`src/rtl/lfsr_pkg.sv`:
```
// Shared LFSR definition for generador_lfsr and checker_lfsr: x^8+x^6+x^5+x^4+1, Fibonacci form.
package lfsr_pkg;

  localparam int unsigned LFSR_W   = 8;
  localparam int unsigned PERIOD_W = 9;

  // Feedback taps on bits 7, 5, 4 and 3.
  localparam logic [LFSR_W-1:0] TAP = 8'hB8;

  typedef enum logic [1:0] {
    SEARCH = 2'd0,
    SYNC   = 2'd1,
    LOCKED = 2'd2
  } state_t;

  function automatic logic [LFSR_W-1:0] lfsr_next(input logic [LFSR_W-1:0] s);
    return {s[LFSR_W-2:0], ^(s & TAP)};
  endfunction

endpackage

```
`src/rtl/checker_lfsr_if.sv`:
```
// Sample stream in, lock/error/period status out, between the link and checker_lfsr.
interface checker_lfsr_if #(
  parameter int unsigned CNT_W = 16
);
  import lfsr_pkg::*;

  logic                  i_valid;
  logic [LFSR_W-1:0]     i_LFSR;
  logic                  o_lock;
  logic                  o_err;
  logic [CNT_W-1:0]      o_err_count;
  logic [PERIOD_W-1:0]   o_period;
  logic                  o_period_valid;

  modport master (
    output i_valid, i_LFSR,
    input  o_lock, o_err, o_err_count, o_period, o_period_valid
  );

  modport slave (
    input  i_valid, i_LFSR,
    output o_lock, o_err, o_err_count, o_period, o_period_valid
  );

endinterface

```
`src/rtl/lfsr_step.sv`:
```
// One combinational LFSR advance: next_c = next(s).
module lfsr_step
  import lfsr_pkg::*;
(
  input  logic [LFSR_W-1:0] s,
  output logic [LFSR_W-1:0] next_c
);

  assign next_c = lfsr_next(s);

endmodule

```
`src/rtl/checker_lfsr.sv`:
```
// Self-synchronising LFSR stream checker: locks to the sequence, counts mismatches,
// and measures the sequence period in valid samples.
module checker_lfsr
  import lfsr_pkg::*;
#(
  parameter int unsigned LOCK_MATCH = 4,
  parameter int unsigned LOCK_LOSS  = 8,
  parameter int unsigned CNT_W      = 16
) (
  input  logic          clk,
  input  logic          i_rst,
  input  logic          i_soft_reset,
  checker_lfsr_if.slave bus
);

  localparam int unsigned MATCH_W = $clog2(LOCK_MATCH + 1);
  localparam int unsigned LOSS_W  = $clog2(LOCK_LOSS + 1);

  state_t                state_q, state_d;
  logic [LFSR_W-1:0]     pred_q, pred_d;
  logic [LFSR_W-1:0]     ref_q, ref_d;
  logic [MATCH_W-1:0]    match_q, match_d;
  logic [LOSS_W-1:0]     miss_q, miss_d;
  logic [PERIOD_W-1:0]   pcnt_q, pcnt_d;
  logic                  lock_q, lock_d;
  logic                  err_q, err_d;
  logic [CNT_W-1:0]      cnt_q, cnt_d;
  logic [PERIOD_W-1:0]   period_q, period_d;
  logic                  pv_q, pv_d;

  logic [LFSR_W-1:0]     x_c;
  logic [LFSR_W-1:0]     seed_c;
  logic [LFSR_W-1:0]     fly_c;
  logic [PERIOD_W-1:0]   pcnt_inc_c;

  assign x_c = bus.i_LFSR;

  // Seed path predicts from the received sample; flywheel path coasts on the prediction.
  lfsr_step u_seed (.s(x_c),    .next_c(seed_c));
  lfsr_step u_fly  (.s(pred_q), .next_c(fly_c));

  assign pcnt_inc_c = (pcnt_q == '1) ? pcnt_q : pcnt_q + 1'b1;

  // State and all registered outputs.
  always_ff @(posedge clk) begin
    if (!i_rst || i_soft_reset) begin
      state_q  <= SEARCH;
      pred_q   <= '0;
      ref_q    <= '0;
      match_q  <= '0;
      miss_q   <= '0;
      pcnt_q   <= '0;
      lock_q   <= 1'b0;
      err_q    <= 1'b0;
      cnt_q    <= '0;
      period_q <= '0;
      pv_q     <= 1'b0;
    end else begin
      state_q  <= state_d;
      pred_q   <= pred_d;
      ref_q    <= ref_d;
      match_q  <= match_d;
      miss_q   <= miss_d;
      pcnt_q   <= pcnt_d;
      lock_q   <= lock_d;
      err_q    <= err_d;
      cnt_q    <= cnt_d;
      period_q <= period_d;
      pv_q     <= pv_d;
    end
  end

  // Next-state and datapath; everything holds when no valid sample arrives.
  always_comb begin
    state_d  = state_q;
    pred_d   = pred_q;
    ref_d    = ref_q;
    match_d  = match_q;
    miss_d   = miss_q;
    pcnt_d   = pcnt_q;
    lock_d   = lock_q;
    err_d    = 1'b0;
    cnt_d    = cnt_q;
    period_d = period_q;
    pv_d     = 1'b0;

    if (bus.i_valid) begin
      unique case (state_q)
        SEARCH: begin
          if (x_c != '0) begin
            pred_d  = seed_c;
            match_d = '0;
            state_d = SYNC;
          end
        end

        SYNC: begin
          if (x_c == '0) begin
            state_d = SEARCH;
          end else if (x_c == pred_q) begin
            pred_d  = seed_c;
            match_d = match_q + 1'b1;
            if (match_q == MATCH_W'(LOCK_MATCH - 1)) begin
              state_d = LOCKED;
              lock_d  = 1'b1;
              ref_d   = x_c;
              pcnt_d  = '0;
              miss_d  = '0;
            end
          end else begin
            pred_d  = seed_c;
            match_d = '0;
          end
        end

        LOCKED: begin
          pcnt_d = pcnt_inc_c;
          if (x_c == pred_q) begin
            pred_d = seed_c;
            miss_d = '0;
            if (x_c == ref_q) begin
              period_d = pcnt_inc_c;
              pv_d     = 1'b1;
              pcnt_d   = '0;
            end
          end else begin
            // Never re-seed from a bad sample while locked.
            err_d  = 1'b1;
            cnt_d  = (cnt_q == '1) ? cnt_q : cnt_q + 1'b1;
            pred_d = fly_c;
            miss_d = miss_q + 1'b1;
            if (miss_q == LOSS_W'(LOCK_LOSS - 1)) begin
              state_d = SEARCH;
              lock_d  = 1'b0;
            end
          end
        end

        default: state_d = SEARCH;
      endcase
    end
  end

  assign bus.o_lock         = lock_q;
  assign bus.o_err          = err_q;
  assign bus.o_err_count    = cnt_q;
  assign bus.o_period       = period_q;
  assign bus.o_period_valid = pv_q;

endmodule

```
`src/flat_wrapper.sv`:
```
// flat-port wrapper written by rule: the top's interface ports become plain ports
module checker_lfsr_flat import lfsr_pkg::*;
#(
  parameter int unsigned LOCK_MATCH = 4,
  parameter int unsigned LOCK_LOSS  = 8,
  parameter int unsigned CNT_W      = 16
)
  (clk, i_rst, i_soft_reset, bus_i_valid, bus_i_LFSR, bus_o_lock, bus_o_err, bus_o_err_count, bus_o_period, bus_o_period_valid);
  checker_lfsr_if #(.CNT_W(CNT_W)) bus_i ();
  input  logic clk;
  input  logic i_rst;
  input  logic i_soft_reset;
  input wire logic [$bits(bus_i.i_valid)-1:0] bus_i_valid;
  input wire logic [$bits(bus_i.i_LFSR)-1:0] bus_i_LFSR;
  output wire logic [$bits(bus_i.o_lock)-1:0] bus_o_lock;
  output wire logic [$bits(bus_i.o_err)-1:0] bus_o_err;
  output wire logic [$bits(bus_i.o_err_count)-1:0] bus_o_err_count;
  output wire logic [$bits(bus_i.o_period)-1:0] bus_o_period;
  output wire logic [$bits(bus_i.o_period_valid)-1:0] bus_o_period_valid;
  assign bus_i.i_valid = bus_i_valid;
  assign bus_i.i_LFSR = bus_i_LFSR;
  assign bus_o_lock = bus_i.o_lock;
  assign bus_o_err = bus_i.o_err;
  assign bus_o_err_count = bus_i.o_err_count;
  assign bus_o_period = bus_i.o_period;
  assign bus_o_period_valid = bus_i.o_period_valid;
  checker_lfsr #(.LOCK_MATCH(LOCK_MATCH), .LOCK_LOSS(LOCK_LOSS), .CNT_W(CNT_W)) u_core (.clk(clk), .i_rst(i_rst), .i_soft_reset(i_soft_reset), .bus(bus_i));
endmodule
```
`config.mk`:
```
export PLATFORM = sky130hd
export DESIGN_NAME = checker_lfsr_flat
export DESIGN_NICKNAME = d
export VERILOG_FILES = /design/src/rtl/lfsr_pkg.sv /design/src/rtl/checker_lfsr_if.sv /design/src/rtl/lfsr_step.sv /design/src/rtl/checker_lfsr.sv /design/src/flat_wrapper.sv
export SDC_FILE = /design/constraint.sdc
export NUM_CORES = 1
export LEC_CHECK = 0
export CORE_UTILIZATION = 63
export CTS_BUF_LIST = sky130_fd_sc_hd__clkbuf_8
export CTS_CLUSTER_DIAMETER = 40
export DETAILED_ROUTE_END_ITERATION = 6
export GPL_TIMING_DRIVEN = 0
export HOLD_SLACK_MARGIN = 0.06
export PLACE_DENSITY = 0.88
export SLEW_MARGIN = 20
export SYNTH_ARGS = -nofsm -noshare
export SYNTH_HDL_FRONTEND = slang
export SYNTH_SLANG_ARGS = --single-unit
```
`constraint.sdc`:
```
create_clock -name clk -period 3.6 [get_ports clk]
set_input_delay 0.72 -clock clk [delete_from_list [all_inputs] [get_ports clk]]
set_output_delay 0.72 -clock clk [all_outputs]
set_load 0.01 [all_outputs]
```
[After elaboration in Yosys (flattened, before gate mapping)]
Index checks and enable logic that the tools add are counted.
Storage, ports and cells
  output and inout port bits: 28
  input bits: 12
  flip-flop bits (word level): 62
Cells by class
  reductions and logical operators: 20
  equality and inequality tests: 16
  multiplexer cells: 35
  add/sub/neg operators: 4
  bitwise gates (word level): 5
Operators with widths (count)
  9-bit two-way mux: 6
  8-bit two-way mux: 3
  8-bit one-hot mux with 3 select lines: 1
  9-bit one-hot mux with 2 select lines: 1
  16-bit by 1-bit adder with 16-bit output, second input constant: 1
  16-bit == test, second input constant: 1
  8-bit == test: 2
  4-bit two-way mux: 4
  4-bit AND reduction: 4
  8-bit parity: 2
  2-bit two-way mux: 6
  5-bit AND reduction: 2
  9-bit by 1-bit adder with 9-bit output, second input constant: 1
  9-bit == test, second input constant: 1
  3-bit two-way mux: 3
  8-bit zero test: 1
  2-bit by 1-bit != test with 1-bit output, second input constant: 4
  4-bit one-hot mux with 2 select lines: 1
  8-bit nonzero test: 1
  1-bit two-way mux: 7
  7-bit AND reduction: 1
  3-bit by 1-bit != test with 1-bit output, second input constant: 2
  2-bit one-hot mux with 3 select lines: 1
  3-bit one-hot mux with 2 select lines: 1
  17 further kinds: 23

[Logic depth before layout (Yosys ltp)]
  depth in word-level cells: 5
  depth in mapped cells: 9

[Cells and area by module]
Synthesis repeated with hierarchy kept, for this count alone.
Second synthesis, totals
  cells, all modules: 395
  area, all modules: 3424.5 µm²
By module, submodules not included
  checker_lfsr: area each 3266.9 µm², times used 1, cells an instance 375
  lfsr_step: area each 78.8 µm², times used 2, cells an instance 10

[Least setup slack after synthesis]
No wires, ideal clock.
  path kind: input -> register
  start: in bus_i_LFSR[4]
  end: reg u_core.pcnt_q[2]
  slack: 1.441 ns
  data arrival time: 2.058 ns
  stages on the path: 7
  buffers on the path: 0
  cells stage by stage: inv_1 > ha_1 > nor4b_2 > a21oi_1 > a31o_4 > nand3_4 > o41ai_1
Between the ends
  cells in the longest elaborated chain, start to end: 4
RTL lines
  start: declaration: line flat_wrapper.sv:14  | input wire logic [$bits(bus_i.i_LFSR)-1:0] bus_i_LFSR;
  8-bit == test: line checker_lfsr.sv:121  | if (x_c == ref_q) begin
  9-bit two-way mux: line checker_lfsr.sv:121
  9-bit two-way mux: line checker_lfsr.sv:118  | if (x_c == pred_q) begin
  9-bit one-hot mux with 2 select lines: line checker_lfsr.sv:88  | unique case (state_q)
  end signal: assignment: line checker_lfsr.sv:64  | pcnt_q <= pcnt_d;
  end: declaration: line checker_lfsr.sv:24  | logic [PERIOD_W-1:0] pcnt_q, pcnt_d;
Parallel ways exist; a longest one is shown, timed or not.
A chain may end at the register's enable or synchronous reset.

[Worst setup path after layout]
  start: in bus_i_LFSR[4]
  end: reg u_core.pred_q[6]
Between the ends
  cells in the longest elaborated chain, start to end: 3
RTL lines
  8-bit == test, or another cell as far along: line checker_lfsr.sv:118
  8-bit two-way mux, or another cell as far along: line checker_lfsr.sv:118
  8-bit one-hot mux with 3 select lines or 4-bit AND reduction (tied branches)
  end signal: assignment: line checker_lfsr.sv:60  | pred_q <= pred_d;
  end: declaration: line checker_lfsr.sv:20  | logic [LFSR_W-1:0] pred_q, pred_d;
Parallel ways exist; a longest one is shown, timed or not.

==> flow_summary.toml <==
[logic_synthesis]
yosysWarnings = 0
synth-edff-count = 0
netlist_area_um2 = 3530
synth_nets = 424
synth_seq_cells = 62
syn_inst = 403
synth.most_common_cell = "dfxtp_1"
yosysSeqAreaShare = 0.352
netlist.top_cell.by_area = "dfxtp_1"
ys_types = 63
synth_top_area_share = 0.352
postSynthAreaPerCell_um2 = 8.76
ys.flop_type = "dfxtp_1"
synth_commonest_cells = "62 x dfxtp_1, 39 x nand2_1, 26 x a21oi_1, 18 x a31oi_1"
synthArstFlopShare = 0
synth_area_leaders = "dfxtp_1 35%, nand2_1 4.1%, a21oi_1 3.7%"

[floorplanning]
io_pins = 40
die_width_um = 76.9
start_util = 0.674
die_area_um2 = 5910
fp.coreArea_um2 = 5240
rows = 26
chipHeight_um = 76.9

[place]
dpl.hpwl_um = 6170
dp.cells = 510
io_buffers = 37
place.gp.congestion = 0.882

[route]
wl_um = 9000
drt_iter0_drc = 352
route.detailed.drc = 0
drt-wirelength-per-cell_um = 17.1
postRouteAntennaNets = 0
dr.pass1.iters = 5
vias = 3476
viasPerCell = 6.61

[sta]
period_needed_ps = 2720
tightestPinTransition_ps = 619
rsz0062_at_grt = "no"
relSlewSlack = 0.587
finalSetupViolations = 0
maxSlewViolCount = 0
hold_viol_final = 0
fin_skew_ps = 8.48
fmax_mhz = 367
hold_ws_ps = 454
min_period_over_period = 0.756
tns_ps = 0

[hold_path]
hold_path.class = "register to register"

[power]
p_total_w = 0.00150
power.leakage_nw = 1.49
vdd_ir_drop_max_v = 0.000302
power.density_nw_per_um2 = 357

[clocking]
clk_pin_slew_ps = 70
hold_buffers = 0
cts_buffers = 9
cts_tree = "done"
root_buffer = "clkbuf_8"
clock_latency_ps = 350
cts_num_sinks = 62
htree_num_levels = 3
cts_post_setup_buffers_inserted = 0
cts_resized = 0
ctsLongestPathBuffers = 2

[setup_path]
path_delay_family = "buffers and inverters"
reg2reg_slack_ps = 1510
end_kind = "register"
cp_max_fo = 10
path_class = "input port to register"
cp.arrival_ps = 2960
crit_buf_inv = 3
crit_required_ps = 3830
crit_chain = "clkdlybuf4s50_1 > inv_1 > ha_1 > nor4b_2 > nand2_1 > o221a_2 > buf_6 > o21ai_0 > a31oi_1"
start_kind = "input port"
crit_slowest_cell = "clkdlybuf4s50_1"
cpPeakStageDelay_ps = 530

[global_routing]
antenna_found_initial = 0
grt-ovfl-total = 0
first_global_vias = 3130
grt_use_total = 0.312
grt_pass1_wl_um = 14700
grt_max_degree = 11

[flow_run]
drv_cap = 0

[run_status]
status = "completed"

[layout]
final_cells = 526
fill_cells = 351
area_growth_syn_to_layout_pct = 19.1
drive_gt1_frac = 0.112
diodes = 0
fin_nets = 472
==> layout make-up <==
| type | instances | area (um^2) | area share |
|---|---|---|---|
| multi-input cells | 301 | 2080 | 0.496 |
| repair buffers | 37 | 370 | 0.0881 |
| flip-flops and latches | 62 | 1240 | 0.295 |
| inverters | 11 | 41.3 | 0.00982 |
| clock buffers | 10 | 138 | 0.0327 |
| plain buffers | 29 | 165 | 0.0393 |
| well taps | 70 | 87.6 | 0.0208 |
| clock inverters | 6 | 77.6 | 0.0185 |
==> state kept, by name, summed over array words and instances, names as in the netlist <==
register and flops:
u_core.ref_q 8, u_core.pcnt_q 9, u_core.state_q 2, u_core.pred_q 8
u_core.match_q 3, u_core.bus.o_err 1, u_core.miss_q 4, u_core.bus.o_lock 1
u_core.bus.o_period 9, u_core.bus.o_err_count 16, u_core.bus.o_period_valid 1
==> per-layer routing <==
metal,wire (um),vias to the layer above,track usage,share of wire
met5,0,-,0,0
met4,211,0,0.142,0.023
met3,653,24,0.0440,0.073
met2,4360,166,0.516,0.48
met1,3780,1656,0.401,0.42
li1,-,1630,-,-
==> final timing paths <==
path / from / endpoint / cells past startpoint
worst max register to register: u_core.state_q[0] / u_core.bus.o_period[4] / 7
worst min register to register: u_core.match_q[2] / u_core.match_q[2] / 2
worst max-delay path: bus_i_LFSR[4] / u_core.pred_q[6] / 9
worst min-delay path: u_core.match_q[2] / u_core.match_q[2] / 2
==> kinds of logic (layout without fill, tap and decap cells) <==
logic type / Yosys count / in the layout / synth area share
AO/OA/AOI/OAI: 113 / 113 / 0.225
XOR/XNOR: 27 / 27 / 0.0712
adder cells (fa/ha/maj): 9 / 9 / 0.0319
buffers and inverters: 40 / 93 / 0.0585
flip-flops: 62 / 62 / 0.352
multiplexers: 11 / 11 / 0.0312
AND/OR/NAND/NOR: 141 / 141 / 0.230
==> placed cells by master (no fill, tap or decap), types with 4 or more instances in the layout <==
cell | synthesis | routed
a21oi_1 | 26 | 26
a311oi_1 | 4 | 4
a31oi_1 | 18 | 18
and3_1 | 4 | 4
and4_1 | 6 | 6
buf_2 | 9 | 9
buf_6 | 5 | 5
clkbuf_1 | 13 | 13
clkbuf_8 | 0 | 10
clkdlybuf4s50_1 | 0 | 37
dfxtp_1 | 62 | 62
ha_1 | 9 | 9
inv_1 | 11 | 13
mux2i_1 | 11 | 11
nand2_1 | 39 | 39
nand2b_1 | 6 | 6
nand3_1 | 17 | 17
nand4_1 | 7 | 7
nor2_1 | 16 | 16
nor3_1 | 10 | 10
o21ai_0 | 17 | 17
o311ai_0 | 4 | 4
o31ai_1 | 8 | 8
o41ai_1 | 6 | 6
or3_1 | 7 | 7
or4_1 | 8 | 8
xnor2_1 | 13 | 13
xor2_1 | 12 | 12
==> through the flow <==
| stage | setup WS, ps | cell area [um^2] | utilization |
|---|---|---|---|
| 3_3_place_gp | 632 | 3990 | 0.762 |
| 3_5_place_dp | 576 | 3990 | 0.762 |
| 2_1_floorplan | 1440 | 3530 | - |
| 4_1_cts | 896 | 4200 | 0.803 |
| 5_1_grt | 607 | 4200 | 0.803 |
| 6_report | 878 | 4200 | 0.803 |
==> report_power, final <==
part           internal, W  switching (W)  total, W
clock network     0.000401       0.000282  0.000683
logic            0.0000462      0.0000728  0.000119
registers         0.000691     0.00000621  0.000697
==> tightest hold or removal path, delay by kind of cell (launching register included) <==
family	cells	cell delay [ps]
AOI/OAI and AO/OA	1	50
DFF	1	310
and+or+nand+nor	1	50
(Power assumes the default switching activity.)
